<file path="src/rtl/translate.sv">
// ---------------------------------------------------------------------------
// translate
//   Registered decode of the RVV vtype fields vsew/vlmul into an element
//   width in bits, an LMUL magnitude with a fractional flag, a legality flag
//   and VLMAX = VLEN*LMUL/SEW. The decode is done in the log2 domain, so
//   VLMAX needs only a single shift and no divider.
//
// Parameters
//   VLEN  vector register length in bits (power of two, >= ELEN)
//   ELEN  max element width in bits (8/16/32/64)
//
// Ports
//   clk           in   rising-edge clock
//   rst           in   synchronous active-high reset
//   SEW_encoded   in   [2:0] vsew field
//   lmul_encoded  in   [2:0] vlmul field
//   SEW           out  [7:0] element width in bits, 0 if illegal
//   lmul          out  [4:0] {fractional, 1/2/4/8}, 0 if illegal
//   vlmax         out  [$clog2(VLEN):0] VLEN*LMUL/SEW, 0 if illegal
//   valid         out  encoding pair legal for this configuration
// ---------------------------------------------------------------------------
module translate #(
  parameter int VLEN = 128,
  parameter int ELEN = 64
) (
  input  logic                    clk,
  input  logic                    rst,
  input  logic [2:0]              SEW_encoded,
  input  logic [2:0]              lmul_encoded,
  output logic [7:0]              SEW,
  output logic [4:0]              lmul,
  output logic [$clog2(VLEN):0]   vlmax,
  output logic                    valid
);

  localparam int VW = $clog2(VLEN) + 1;
  localparam logic [7:0] LOG_VLEN = 8'($clog2(VLEN));
  localparam logic [3:0] LOG_ELEN = 4'($clog2(ELEN));

  logic          frac;
  logic [1:0]    d_log;     // log2 of the fractional divisor
  logic [1:0]    m_log;     // log2 of the integer multiplier
  logic [3:0]    sew_log;   // log2(SEW) = 3 + vsew
  logic [7:0]    sh;        // log2(VLMAX)
  logic          ok;
  logic [7:0]    sew_d;
  logic [4:0]    lmul_d;
  logic [VW-1:0] vlmax_d;

  always_comb begin
    frac    = lmul_encoded[2];
    // 111->1, 110->2, 101->3 is the two's complement of the low bits
    d_log   = 2'(~lmul_encoded[1:0] + 2'd1);
    m_log   = frac ? 2'd0 : lmul_encoded[1:0];
    sew_log = {2'b00, SEW_encoded[1:0]} + 4'd3;

    ok = !SEW_encoded[2] && (sew_log <= LOG_ELEN) && (lmul_encoded != 3'b100);
    if (frac && (sew_log + {2'b00, d_log} > LOG_ELEN))
      ok = 1'b0;

    // Legal pairs always give sh >= log2(VLEN/ELEN) >= 0, so the unsigned
    // intermediate can only wrap for encodings that are masked off anyway.
    sh = LOG_VLEN + {6'd0, m_log} - (frac ? {6'd0, d_log} : 8'd0) - {4'd0, sew_log};

    sew_d   = 8'd0;
    lmul_d  = 5'd0;
    vlmax_d = '0;
    if (ok) begin
      sew_d   = 8'd8 << SEW_encoded[1:0];
      lmul_d  = {frac, 4'b0001 << (frac ? d_log : m_log)};
      vlmax_d = VW'(1) << sh;
    end
  end

  always_ff @(posedge clk) begin
    if (rst) begin
      SEW   <= 8'd0;
      lmul  <= 5'd0;
      vlmax <= '0;
      valid <= 1'b0;
    end else begin
      SEW   <= sew_d;
      lmul  <= lmul_d;
      vlmax <= vlmax_d;
      valid <= ok;
    end
  end

endmodule

</file>
<file path="config.mk">
export PLATFORM = sky130hd
export DESIGN_NAME = translate
export DESIGN_NICKNAME = d
export VERILOG_FILES = /design/src/rtl/translate.sv
export SDC_FILE = /design/constraint.sdc
export NUM_CORES = 1
export LEC_CHECK = 0
export ABC_AREA = 1
export BUFFER_PORTS_ARGS = -buffer_cell sky130_fd_sc_hd__buf_2
export CAP_MARGIN = 20
export CORE_MARGIN = 5
export CORE_UTILIZATION = 45
export DETAILED_ROUTE_END_ITERATION = 10
export PLACE_DENSITY = 0.8
export SETUP_SLACK_MARGIN = 0.1
export SYNTH_ARGS = -nofsm -noshare
export SYNTH_HDL_FRONTEND = slang
export SYNTH_SLANG_ARGS = --single-unit
</file>
<file path="constraint.sdc">
create_clock -name clk -period 5.1 [get_ports clk]
set_clock_uncertainty 0.05 [all_clocks]
set_input_delay 0.255 -clock clk [delete_from_list [all_inputs] [get_ports clk]]
set_output_delay 0.255 -clock clk [all_outputs]
set_load 0.01 [all_outputs]
</file>
-- Word-level counts from Yosys, hierarchy flattened
Index checks and enable logic that the tools add are counted.
- bits in registers: 22
- input port bits: 8
- output and inout port bits: 22
- logic and storage cells: 27
- add/subtract/negate cells: 6
- magnitude comparators: 2
- eq/ne operators: 1
- shifts and indexed selects: 3
- muxes and demuxes: 4
- bitwise logic cells: 2
- reductions and logical operators: 5
- operators by type and width (cell ; number):
    $shl 1x8->8 const A ; 1
    $shl 4x2->8 const A ; 1
    $mux 2 ; 3
    $sub 5x4->6 ; 1
    $sub 4x2->5 ; 1
    $add 3x2->4 ; 1
    $add 3x2->4 const A ; 1
    $gt 4x3->1 const B ; 1
    $shl 1x2->4 const A ; 1
    $add 2x2->3 const B ; 1
    $le 3x3->1 const B ; 1
    $logic_and 1x1->1 ; 3
    $ne 3x3->1 const B ; 1
    $add 2x1->2 const B ; 1
    $not 2->2 ; 1
    $reduce_or 2->1 ; 1
    $logic_not 1->1 ; 1
    $mux 1 ; 1
    $not 1->1 ; 1

-- Logic depth before layout (Yosys ltp)
Gate-level depths: netlist of the first run.
- depth after elaboration: 8
- gate-level depth with buffers: 13
- mapped depth without buffers: 13

-- Worst setup path before layout of the first run
OpenSTA, ideal clock, no wires.
- kind: input to register
- from: input port lmul_encoded[0]
- to: register vlmax[0]
- library setup time: 64 ps
- data arrival time: 2061 ps
- slack: 2925 ps
- stages: 10
- buffers on the path: 0
- path through: inv_1 ha_1 a21oi_1 ha_1 fa_1 xnor2_1 inv_1 nor2_2 nand2_2 nor2_1
- word-level cells in the longest chain between the ends: 8
- elaborated cells on any way between the ends: 16
- classes of those cells: 5 x add/sub; 1 x order compare; 1 x eq/ne; 1 x shift; 3 x mux; 2 x bitwise; 3 x reduce/logical
- ends and longest elaborated chain (what ; line ; text):
    start: declaration ; 29 ; input logic [2:0] lmul_encoded,
    branches (longest 8 deep; another with $sub 5x4->6) ; - ;
    end signal: assignment ; 84 ; vlmax <= vlmax_d;
    end: declaration ; 32 ; output logic [$clog2(VLEN):0] vlmax,
Several ways; the timed one is not identified.
A chain may end at the register's enable or synchronous reset.

-- Final worst setup path of the first run
- from: input port lmul_encoded[0]
- to: register vlmax[2]
The elaborated chain is that of the path after synthesis.

==> qor.txt, run 1 <==
First-pass GRT wire length = 2270 um
Startpoint Class = primary input
N_diodes = 0
Initial Utilization = 45.72%
PortBufs = 25
Reg power frac = 51.3%
Kind of critical path = in -> reg
Cell taking the most area after synthesis = dfxtp_1
Ports = 30
Post_cts resized = 0
Clock tree from TritonCTS = built
Most frequent cells in the layout = buf_2, nor2_1, dfxtp_1, nand2_1, inv_1
Overflow after GRT = 0
Fill cells = 174
Routed Antenna Nets = 0
Total Routing Usage GR = 10.82%
Critical Path End = vlmax[2]$_SDFF_PP0_
CP endpoint kind = flop
Clock power frac = 22.5%
Synth unique cells = 18
Root Buffer = clkbuf_4
Final HPWL DP = 1177 um
Setup tns final = 0 ns
DIE WIDTH = 53.96 um
Sw frac = 29.33%
Antenna violations before repair = 0
Top fanout value on the critical path = 4
Setup-failing EPs final = 0
CP required = 5.27 ns
Ratio of final minimum period to clock period = 43.04%
Area delta synth->final = 18.71%
DP Area = 1010 um^2
Vias in the first global route = 618
Routed WL per cell = 8.497 um
Clk pin slew, worst setup/hold paths = 0.08 ns
Seq. cell area = 360.3 um^2
Internal Power = 0.0001996 W
Lkg Pwr = 0.5639 nW
Logic pwr share = 26.3%
# hold bufs at CTS = 0
Final hold violations = 0
GP Congestion = 0.7922
CTS H-tree depth = 1
Clk sinks = 18
Crit path DAT = 2.36 ns
Worst setup startpoint = lmul_encoded[0]
Max cap viols = 0
Mapped cell area = 869.6 um^2
Main area contributors after synthesis = dfxtp_1, ha_1, nor2_1
Cells after synthesis = 105
Worst Hold Class = in -> reg
Period minus WS final = 2.195 ns
Slew Viols, Final = 0
Worst-case vdd ir drop = 0.1099 mV
Yosys synthesis warning count = 0
Finished Core Util = 54.28%
Commonest non-fill, non-tap cell in the layout = buf_2
WL final = 1351 um
Setup bufs post-CTS = 0
Average size of a mapped cell = 8.282 um^2
Seq/Total Area, Yosys = 41.44%
Fin area = 1032 um^2
Achievable frequency = 455.6 MHz
First-pass DRT Iterations = 4
Layout cell share with drive strength beyond 1 = 29.55%
Largest net degree at the start of global routing = 10
Area of the multi-input gates = 430.4 um^2
Detailed-route via count = 673
Rows = 16
Post-synthesis register bit count = 18
Num CTS Buffers = 3
Die height = 53.96 um
DRT iter0 DRCs = 4
Unrepaired setup endpoints after global routing = no
Die area = 2912 um^2
Core area = 1902 um^2
Switching pwr = 0.00008286 W
Clock buffer depth = 2
Nets = 153
Vias per cell = 4.233
Status = complete, no violations
Pwr/cell area = 273.7 nW/um^2
# DRC = 0
Top-area cell type share of the netlist area = 41.44%
-- state kept, by name, indices dropped and copies added, names as in the netlist --
name and flops:
vlmax 8, lmul 5, valid 1, SEW 4
-- layout make-up --
class	count	share of cell area [%]
Clock buffer	3	2.182
Inverter	16	5.818
Multi-Input combinational cell	70	41.70
Sequential cell	18	34.91
Tap cell	27	3.273
Timing Repair Buffer	25	12.12
-- synth_stat cells --
| cell type | n |
|---|---|
| nor2_1 | 19 |
| dfxtp_1 | 18 |
| nand2_1 | 18 |
| inv_1 | 15 |
| ha_1 | 9 |
| buf_4 | 4 |
| nand2_2 | 4 |
| nand3_1 | 4 |
| nor2_2 | 3 |
| a21oi_1 | 2 |
| fa_1 | 2 |
| a21oi_4 | 1 |
| conb_1 | 1 |
| inv_2 | 1 |
| nor2_4 | 1 |
| nor3b_1 | 1 |
| or2_2 | 1 |
| xnor2_1 | 1 |
-- cells by family after synthesis --
group,share of synthesized area (%)
AOI/OAI and AO/OA,3.022
xor gates and xnor gates,1.007
adders and majority gates,17.55
buffers and inverters,10.36
DFF,41.44
other,0.4312
and+or+nand+nor,26.19
-- critical path, cell delays in order --
cell and delay, ns:
buf_2 0.11, inv_1 0.08, ha_1 0.35, a21oi_1 0.24
ha_1 0.30, fa_1 0.41, xnor2_1 0.24, inv_1 0.09
nor2_2 0.11, nand2_2 0.08, nor2_1 0.10
-- metal layers --
layer | GRT usage (%) | part of all wire, %
met5 | 0 | 0
met4 | 7.660 | 2.9
met2 | 18.95 | 51
met1 | 10.87 | 40
met3 | 3.047 | 6.0
-- how the worst min path moves through the flow --
stage / from / endpoint / slack, ns / depth (start not counted)
2_1_floorplan: SEW_encoded[0] / SEW[3]$_SDFF_PP0_ / 0.28 / 1
3_3_place_gp: SEW_encoded[0] / SEW[3]$_SDFF_PP0_ / 0.39 / 2
3_5_place_dp: SEW_encoded[0] / SEW[3]$_SDFF_PP0_ / 0.40 / 2
4_1_cts: SEW_encoded[0] / SEW[3]$_SDFF_PP0_ / 0.1 / 2
5_1_grt: SEW_encoded[0] / SEW[5]$_SDFF_PP0_ / 0.09 / 2
6_report: SEW_encoded[0] / SEW[3]$_SDFF_PP0_ / 0.10 / 2
-- power groups by stage --
stage               Combinational (W)  Sequential (W)   Clock, W
floorplan                   0.0000583        0.000150          0
global placement            0.0000728        0.000148          0
detailed placement          0.0000744        0.000148          0
CTS                         0.0000748        0.000145  0.0000659
global route                0.0000871        0.000145  0.0000734
finish                      0.0000742        0.000145  0.0000635
-- stage by stage --
step                      hold slack [ns]  std cells  power (W)  worst slack (ns)
final                              0.1047        159  0.0002825             2.905
after CTS                         0.09796        159  0.0002856             2.901
after global placement             0.3912        156  0.0002209             2.706
after global routing              0.09112        159  0.0003058             2.686
after detailed placement           0.3971        156  0.0002226             2.613
after floorplan                    0.2774        108  0.0002087             2.925
(Power assumes the default switching activity.)
==> inputs of run 2 (changes only) <==
CORE_UTILIZATION = 43   (was 45)
clock period = 1.9 ns   (was 5.1 ns; I/O delays follow)
==> qor.txt, run 2 (synthesized netlist as in run 1, its figures left out) <==
N_diodes = 0 (unchanged)
Clk sinks = 18 (unchanged)
Final hold violations = 0 (unchanged)
Lkg Pwr = 0.6292 nW (+12%)
DP Area = 1159 um^2 (+15%)
Biggest regs = vlmax: 8 flops, lmul: 5 flops, SEW: 4 flops
Antenna violations before repair = 0 (unchanged)
CTS H-tree depth = 1 (unchanged)
Sw frac = 29.82% (+0.49 points)
Pwr/cell area = 725.5 nW/um^2 (+170%)
DRT iter0 DRCs = 8 (+4)
Core area = 1942 um^2 (+2.1%)
WL final = 1812 um (+34%)
Worst hold path startpoint = SEW_encoded[0]
Clock tree from TritonCTS = built
Largest net degree at the start of global routing = 11 (+1)
Worst Path Buf+Inv = 3 (unchanged)
First-pass GRT wire length = 2753 um (+21%)
Clock power frac = 25.8% (+3.3 points)
Unrepaired setup endpoints after global routing = yes
Num CTS Buffers = 3 (unchanged)
Layout cell share with drive strength beyond 1 = 47.59% (+18 points)
Crit path largest cell delay = 0.41 ns (about the same)
Reg power frac = 43.5% (-7.8 points)
Worst setup startpoint = lmul_encoded[0]
Top Family by Delay on Critical Path = adder cells
Setup tns final = 0 ns (unchanged)
Root Buffer = clkbuf_4
Fin area = 1232 um^2 (+19%)
Commonest non-fill, non-tap cell in the layout = buf_2
Die area = 3022 um^2 (+3.8%)
Die height = 54.97 um (+1.9%)
Switching pwr = 0.0002666 W (+220%)
# DRC = 0 (unchanged)
Max FFs per register = 8 (unchanged)
Detailed-route via count = 733 (+8.9%)
CP Cell Sequence = buf_2, clkinvlp_4, ha_4, fa_1, nand2_1, inv_1, nand3_1, nand3_2, a21oi_4, nand2_2, nor2_1
Max cap viols = 0 (unchanged)
Achievable frequency = 586.7 MHz
Ratio of final minimum period to clock period = 89.71%
Setup-failing EPs final = 0 (unchanged)
Worst-case vdd ir drop = 0.3318 mV (+200%)
Slew Viols, Final = 0 (unchanged)
Cell count along the critical path = 11 (unchanged)
Biggest register = vlmax
Crit path DAT = 1.89 ns (-0.47 ns)
GP Congestion = 0.8192 (+3.4%)
Routed Antenna Nets = 0 (unchanged)
Final HPWL DP = 1436 um (+22%)
Logic pwr share = 30.7% (+4.4 points)
Rows = 16 (unchanged)
Critical Path End = vlmax[4]$_SDFF_PP0_
Area delta synth->final = 41.73%
Initial Utilization = 44.78% (-0.94 points)
Overflow after GRT = 0 (unchanged)
Kind of critical path = in -> reg
Most frequent cells in the layout = buf_2, dfxtp_1, nor2_1
Clk pin slew, worst setup/hold paths = 0.09 ns (about the same)
Routed WL per cell = 10.53 um (+24%)
Startpoint Class = primary input
First-pass DRT Iterations = 4 (unchanged)
Nets = 165 (+7.8%)
Vias in the first global route = 693 (+12%)
Crit-path slowest cell = fa_1
Status = complete, no violations
CP required = 2.09 ns (-3.18 ns)
Ports = 30 (unchanged)
Internal Power = 0.0006275 W (+210%)
Total Routing Usage GR = 13.64% (+2.8 points)
PortBufs = 25 (unchanged)
Finished Core Util = 63.47% (+9.2 points)
Worst Hold Class = in -> reg
Top fanout value on the critical path = 7 (+3)
Clock buffer depth = 2 (unchanged)
Min Hold Slack = 0.02738 ns (-0.07732 ns)
CP endpoint kind = flop
Period minus WS final = 1.705 ns
Vias per cell = 4.262 (+0.68%)
DIE WIDTH = 54.97 um (+1.9%)
==> run 2: cell count changes in the layout (fill, tap and decap cells not counted), moves of 2 or more <==
cell | previous run | this run
inv_1 | 15 | 10
ha_4 | 0 | 4
nand2_2 | 4 | 6
inv_2 | 1 | 5
a21oi_1 | 2 | 0
ha_1 | 9 | 4
buf_4 | 0 | 11
nand2_1 | 18 | 16
==> run 2: what timing repair did <==
| action | in CTS | in global routing |
|---|---|---|
| hold buffers | 1 | 0 |
| setup buffers | 0 | 0 |
| hold endpoints to repair | 1 | 0 |
| setup endpoints to repair | 0 | 15 |
| resized for setup | 0 | 10 |
==> run 2: worst min path at each step <==
stage / endpoint / cells past startpoint
final: SEW[3]$_SDFF_PP0_ / 3
after detailed placement: SEW[6]$_SDFF_PP0_ / 3
after global placement: SEW[5]$_SDFF_PP0_ / 3
after global routing: SEW[3]$_SDFF_PP0_ / 3
after floorplan: SEW[3]$_SDFF_PP0_ / 1
after CTS: SEW[3]$_SDFF_PP0_ / 3
==> run 2: layout make-up <==
cell class,instances,area (um^2)
inverter,16,63.81
clock buffer,4,36.28
tap,27,33.78
timing repair buffer,37,217.7
sequential,18,360.3
multi-input combinational,70,520.5
fill,166,709.4
==> run 2: layer usage <==
metal / wire, um / GRT usage [%]
met3: 102 / 2.413
met2: 947 / 24.41
met4: 63 / 12.15
met5: 0 / 0
met1: 698 / 13.22
==> run 2: tightest hold or removal path, delay by kind of cell <==
family,cells,cell delay [ns]
buf+inv,2,0.21
simple gates,1,0.04
==> run 2: through the flow <==
stage / worst slack [ns] / power, W / cells
after global routing: 0.09675 / 0.0009499 / 172
final: 0.1955 / 0.0008941 / 172
after detailed placement: -0.1449 / 0.0006594 / 167
after global placement: -0.06102 / 0.0006490 / 167
after CTS: 0.1584 / 0.0008882 / 172
after floorplan: 0.09974 / 0.0005877 / 108
==> run 2: power groups by stage <==
stage,logic [W],registers [W],clock network (W)
after floorplan,0.000184,0.000404,0
after detailed placement,0.000262,0.000398,0
after global routing,0.000306,0.000390,0.000254
final,0.000275,0.000389,0.000231
after CTS,0.000264,0.000389,0.000235
after global placement,0.000252,0.000397,0
